## config.mk

```make
export PLATFORM = sky130hd
export DESIGN_NAME = dsp_preadd_mac
export DESIGN_NICKNAME = d
export VERILOG_FILES = /design/src/rtl/dsp_preadd_mac.sv
export SDC_FILE = /design/constraint.sdc
export NUM_CORES = 2
export LEC_CHECK = 0
export CORE_MARGIN = 4
export CORE_UTILIZATION = 30
export DETAILED_ROUTE_END_ITERATION = 10
export SLEW_MARGIN = 0
export SYNTH_ARGS = -nofsm -noshare
export SYNTH_HDL_FRONTEND = slang
export SYNTH_SLANG_ARGS = --single-unit
```

## constraint.sdc

```tcl
create_clock -name clk -period 16.8 [get_ports clk]
set_input_delay 5.04 -clock clk [delete_from_list [all_inputs] [get_ports clk]]
set_output_delay 5.04 -clock clk [all_outputs]
set_load 0.01 [all_outputs]
```

## src/rtl/dsp_preadd_mac.sv

```systemverilog
// ----------------------------------------------------------------------------
// dsp_preadd_mac
//
// Pipelined pre-adder / multiplier / post-adder DSP slice computing one
// (B +/- D) * A operation per enabled clock, followed by a selectable
// post-add stage.
//
//   S1  register operands, mode bits and in_valid
//   S2  pre = b + d  or  pre = (d - b) mod 2^(B_W+1)      (B_W+1 bits)
//   S3  m   = a * pre                                    (A_W+B_W+1 bits)
//   S4  p   = m + c | p + m | c - m | m   (mod 2^P_W), ovf = carry/borrow
//
// Ports
//   clk        rising-edge clock
//   rst_n      asynchronous active-low reset, clears every register
//   ce         clock enable for every register, including valid bits and p
//   in_valid   operands and mode are valid this cycle
//   a          multiplier operand, unsigned, A_W bits
//   b, d       pre-adder operands, unsigned, B_W bits
//   c          post-adder operand, unsigned, C_W bits (zero-extended to P_W)
//   pre_sub    0: pre = b + d, 1: pre = d - b
//   opmode     00: m + c, 01: p + m, 10: c - m, 11: m
//   p          result register, P_W bits
//   out_valid  p holds a new result this cycle
//   ovf        carry (00/01) or borrow (10) of the result in p; 0 for 11
//
// Latency is 4 enabled clocks, throughput one op per enabled clock.
// P_W must be >= A_W+B_W+1 and >= C_W.
// ----------------------------------------------------------------------------
module dsp_preadd_mac #(
   parameter int A_W = 18,
   parameter int B_W = 18,
   parameter int C_W = 48,
   parameter int P_W = 48
) (
   input  logic           clk,
   input  logic           rst_n,
   input  logic           ce,
   input  logic           in_valid,
   input  logic [A_W-1:0] a,
   input  logic [B_W-1:0] b,
   input  logic [B_W-1:0] d,
   input  logic [C_W-1:0] c,
   input  logic           pre_sub,
   input  logic [1:0]     opmode,
   output logic [P_W-1:0] p,
   output logic           out_valid,
   output logic           ovf
);

   localparam int PRE_W = B_W + 1;
   localparam int M_W   = A_W + B_W + 1;

   localparam logic [1:0] MODE_ADD_C = 2'b00;
   localparam logic [1:0] MODE_ACC   = 2'b01;
   localparam logic [1:0] MODE_SUB_C = 2'b10;
   localparam logic [1:0] MODE_PASS  = 2'b11;

   // One valid bit per stage; bit 3 is the S4 (output) stage.
   logic [3:0]       vld_reg;

   // S1
   logic [A_W-1:0]   a_s1_reg;
   logic [B_W-1:0]   b_s1_reg;
   logic [B_W-1:0]   d_s1_reg;
   logic [C_W-1:0]   c_s1_reg;
   logic             pre_sub_s1_reg;
   logic [1:0]       opmode_s1_reg;

   // S2
   logic [A_W-1:0]   a_s2_reg;
   logic [PRE_W-1:0] pre_s2_reg;
   logic [C_W-1:0]   c_s2_reg;
   logic [1:0]       opmode_s2_reg;
   logic [PRE_W-1:0] pre_next;

   // S3
   logic [M_W-1:0]   m_s3_reg;
   logic [C_W-1:0]   c_s3_reg;
   logic [1:0]       opmode_s3_reg;
   logic [M_W-1:0]   m_next;

   // S4
   logic [P_W-1:0]   p_reg;
   logic             ovf_reg;
   logic [P_W-1:0]   m_ext;
   logic [P_W-1:0]   c_ext;
   logic [P_W:0]     post_sum;
   logic [P_W-1:0]   p_next;
   logic             ovf_next;

   // Pre-adder: operands widened by one bit so the add keeps its carry and
   // the subtract wraps naturally modulo 2^(B_W+1).
   always_comb begin
      if (pre_sub_s1_reg) begin
         pre_next = {1'b0, d_s1_reg} - {1'b0, b_s1_reg};
      end else begin
         pre_next = {1'b0, b_s1_reg} + {1'b0, d_s1_reg};
      end
   end

   // Full-precision unsigned product.
   assign m_next = M_W'(a_s2_reg) * M_W'(pre_s2_reg);

   assign m_ext = P_W'(m_s3_reg);
   assign c_ext = P_W'(c_s3_reg);

   // Post-adder computed one bit wider than p: the extra MSB is the carry
   // for the add modes and the borrow (m > c) for the subtract mode.
   always_comb begin
      post_sum = '0;
      case (opmode_s3_reg)
         MODE_ADD_C: post_sum = {1'b0, m_ext} + {1'b0, c_ext};
         MODE_ACC:   post_sum = {1'b0, p_reg} + {1'b0, m_ext};
         MODE_SUB_C: post_sum = {1'b0, c_ext} - {1'b0, m_ext};
         MODE_PASS:  post_sum = {1'b0, m_ext};
         default:    post_sum = '0;
      endcase
   end

   assign p_next   = post_sum[P_W-1:0];
   assign ovf_next = post_sum[P_W];

   always_ff @(posedge clk or negedge rst_n) begin
      if (!rst_n) begin
         vld_reg        <= '0;
         a_s1_reg       <= '0;
         b_s1_reg       <= '0;
         d_s1_reg       <= '0;
         c_s1_reg       <= '0;
         pre_sub_s1_reg <= 1'b0;
         opmode_s1_reg  <= '0;
         a_s2_reg       <= '0;
         pre_s2_reg     <= '0;
         c_s2_reg       <= '0;
         opmode_s2_reg  <= '0;
         m_s3_reg       <= '0;
         c_s3_reg       <= '0;
         opmode_s3_reg  <= '0;
         p_reg          <= '0;
         ovf_reg        <= 1'b0;
      end else if (ce) begin
         vld_reg        <= {vld_reg[2:0], in_valid};

         // Data stages load every enabled cycle; bubbles carry don't-care
         // data that is never committed because their valid bit is low.
         a_s1_reg       <= a;
         b_s1_reg       <= b;
         d_s1_reg       <= d;
         c_s1_reg       <= c;
         pre_sub_s1_reg <= pre_sub;
         opmode_s1_reg  <= opmode;

         a_s2_reg       <= a_s1_reg;
         pre_s2_reg     <= pre_next;
         c_s2_reg       <= c_s1_reg;
         opmode_s2_reg  <= opmode_s1_reg;

         m_s3_reg       <= m_next;
         c_s3_reg       <= c_s2_reg;
         opmode_s3_reg  <= opmode_s2_reg;

         // p and ovf only change for a real op, so accumulation always sees
         // the most recent result regardless of intervening bubbles.
         if (vld_reg[2]) begin
            p_reg   <= p_next;
            ovf_reg <= ovf_next;
         end
      end
   end

   assign p         = p_reg;
   assign ovf       = ovf_reg;
   assign out_valid = vld_reg[3];

endmodule

```

==> metrics.csv <==
metric,value,unit
"EDFF count, synth",0,
final setup fails,0,
CP Data Arrival Time,8.54,ns
pre-CTS setup slack,8.04,ns
Hold Fails Final Rpt,0,
GR peak layer,met2,
DRT Pass-1 Iters,5,
layout cells sized above 1,11.8,%
worst min path class,register to register,
Avg Inst Size Synth,9.61,µm²
"critical path fanouts, max",121,
CP bufs+invs,4,
grt met1 use,22.3,%
CP most frequent cell,buf_4,
met2 GRT Util,23.1,%
Synth area leaders,"dfrtp_1 27%, fa_1 18%, mux2_2 9.8%, ha_1 8.8%, nand2_1 4.3%",
Gate Count Post-Synth,3205,
Horiz. Die Dim,328,µm
Critical Path Start,ce,
"Hold-fix buffers, CTS",0,
Finished Layout Cells,4648,
Mapped Nets,3805,
RSZ-0062 raised after global routing,false,
share of synthesized area occupied by flip-flops and latches,27.0,%
most frequent cells after synthesis,"356 x nand2_1, 353 x inv_1, 332 x dfrtp_1",
status,finished clean,
CP Capture Type,register,
Crit path required time,17.25,ns
first-pass GRT wire length,131,mm
fin nets,3852,
Routed WL per cell,17.7,µm
Post-CTS Repair Setup Buffers,0,
Max Cap Viol,0,
# DRC,0,
crit path cell chain,buf_8 > buf_4 > buf_4 > buf_4 > nor2b_1 > a311oi_1 > o211ai_1,
DR iter-0 viols,1356,
Synth area leader,dfrtp_1,
GRT met3 Usage,3.07,%
Unique masters post-synth,80,
GRT Total Usage,15.2,%
Synth Register Bits,332,
top cell type's share of synthesized area,27.0,%
skew final,0.0203,ns
worst reg2reg path startpoint,a_s2_reg[3],
GRT overflow,0,
Die Span Y,328,µm
Layout Utilization,34.4,%
Cells after DPL,4580,
CP peak stage delay,0.85,ns
Port-buffer cells,158,
post-route ant nets,0,
post-CTS sizing,0,
Critical Path Source Type,primary input,
Die Area,108000,µm²
worst reg-to-reg path cell count,21,
clock root cell,clkbuf_16,
Initial Utilization,30.2,%
"Clk pin slew, worst setup/hold paths",0.06,ns
initial antenna violation count,0,
vias in the first global route,23000,
kind of critical path,primary input to register,
min Tclk post-route,8.10,ns
P&R area growth vs syn,13.9,%
Row Count,117,
clock sink count,332,
largest net degree at the start of global routing,122,
Max Fclk,0.124,GHz
Crit path max-delay family,buffers and inverters,
Core ar.,102000,µm²
Vias,22900,
most common flop cell mapped by yosys,dfrtp_1,
setup TNS,0,ns
asr flop ratio synth,100,%
hold path cells,2,
clock buffer depth,3,
fin crit share,48.2,%
final WL,82.2,mm
detail-routed via count per cell,4.92,
DP HPWL,62.2,mm
gpl congestion,0.885,
Final WS setup,8.70,ns
r2r endpoint,m_s3_reg[35],
CTS H-Tree Depth,2,
worst slew pin tran,1.02,ns
Worst Setup EP,pre_s2_reg[15],
critical path's slowest cell,buf_4,
Ports,159,
max_slew headroom,32.0,%
"count leader, synth",nand2_1,
CTS buffer count,38,
fin. max-slew vios,0,
flop2flop setup slack,9.66,ns
synth warn,0,
Worst-Skew Late Latency,0.59,ns
cell count along the critical path,7,
CTS tree,done,
"Cell Area, Synth",30800,µm²
diode count,0,
[cells by family (layout without fill, tap and decap cells)]
family / after synthesis / count (layout) / share of synthesized area, %
DFF: 332 / 332 / 27.0
AOI/OAI and AO/OA: 589 / 589 / 12.2
muxes: 276 / 276 / 10.1
adders and majority gates: 491 / 491 / 26.6
and+or+nand+nor: 817 / 817 / 12.8
buffers and inverters: 529 / 604 / 6.48
xor gates and xnor gates: 171 / 171 / 4.86
[worst reg2reg max path, stage by stage, from the launching register on]
cell	delay (ns)
dfrtp_1	1.00
nand2_1	0.19
fa_1	0.54
fa_1	0.49
fa_1	0.56
inv_1	0.06
fa_1	0.50
fa_1	0.49
inv_1	0.05
fa_1	0.48
inv_1	0.06
ha_1	0.38
nand2_1	0.10
a2111oi_0	0.30
a21bo_2	0.27
a21oi_1	0.40
nand4bb_1	0.14
o21ai_0	0.13
nor4_1	0.09
o41ai_1	0.42
xor2_1	0.11
mux2_2	0.27
[cells in the final DEF (no fill, tap or decap), drive strengths merged, types with 7 or more instances in the layout]
cell type / count
nand2: 357
inv: 357
dfrtp: 332
fa: 275
mux2: 267
ha: 216
a21oi: 161
and2: 159
o21ai: 157
clkdlybuf4s50: 156
nor2: 113
xnor2: 105
a21o: 78
xor2: 66
clkbuf: 48
nand3: 33
a31oi: 29
o211ai: 29
buf: 27
nor3: 26
nand4: 26
o21a: 20
nor2b: 18
and3: 18
nor4: 18
o31ai: 16
a211oi: 15
o21bai: 14
nand2b: 12
bufinv: 10
mux2i: 9
or3: 8
a31o: 7
a221o: 7
[layout make-up]
| cell class | instances | area [µm²] |
|---|---|---|
| clock buffer | 48 | 1040 |
| clock inverter | 20 | 405 |
| fill | 10500 | 66800 |
| inverter | 353 | 1330 |
| multi-input combinational | 2344 | 20500 |
| sequential | 332 | 8310 |
| tap | 1368 | 1710 |
| timing repair buffer | 183 | 1780 |
[per-stage QoR]
| stage | hold slack [ns] | instance area, µm² |
|---|---|---|
| floorplan | 0.449 | 30800 |
| global placement | 0.466 | 33600 |
| detailed placement | 0.474 | 33600 |
| CTS | 0.486 | 35100 |
| global route | 0.506 | 35100 |
| finish | 0.485 | 35100 |
[how the worst min path moves through the flow]
stage / startpoint / endpoint / slack [ns]
3_3_place_gp: c_s2_reg[0] / c_ext[0] / 0.47
2_1_floorplan: c_s2_reg[0] / c_ext[0] / 0.45
6_report: c_s2_reg[0] / c_ext[0] / 0.49
4_1_cts: c_s1_reg[28] / c_s2_reg[28] / 0.49
5_1_grt: c_s2_reg[0] / c_ext[0] / 0.51
3_5_place_dp: c_s2_reg[0] / c_ext[0] / 0.47
[layer usage]
layer / up-vias / routed length (µm)
li1: 10900 / -
met1: 11300 / 39500
met2: 644 / 35100
met3: 95 / 5610
met4: 0 / 1940
met5: - / 0
Power is not shown: default switching activity piles up to over one toggle a cycle in this logic, so the estimate is an artifact.
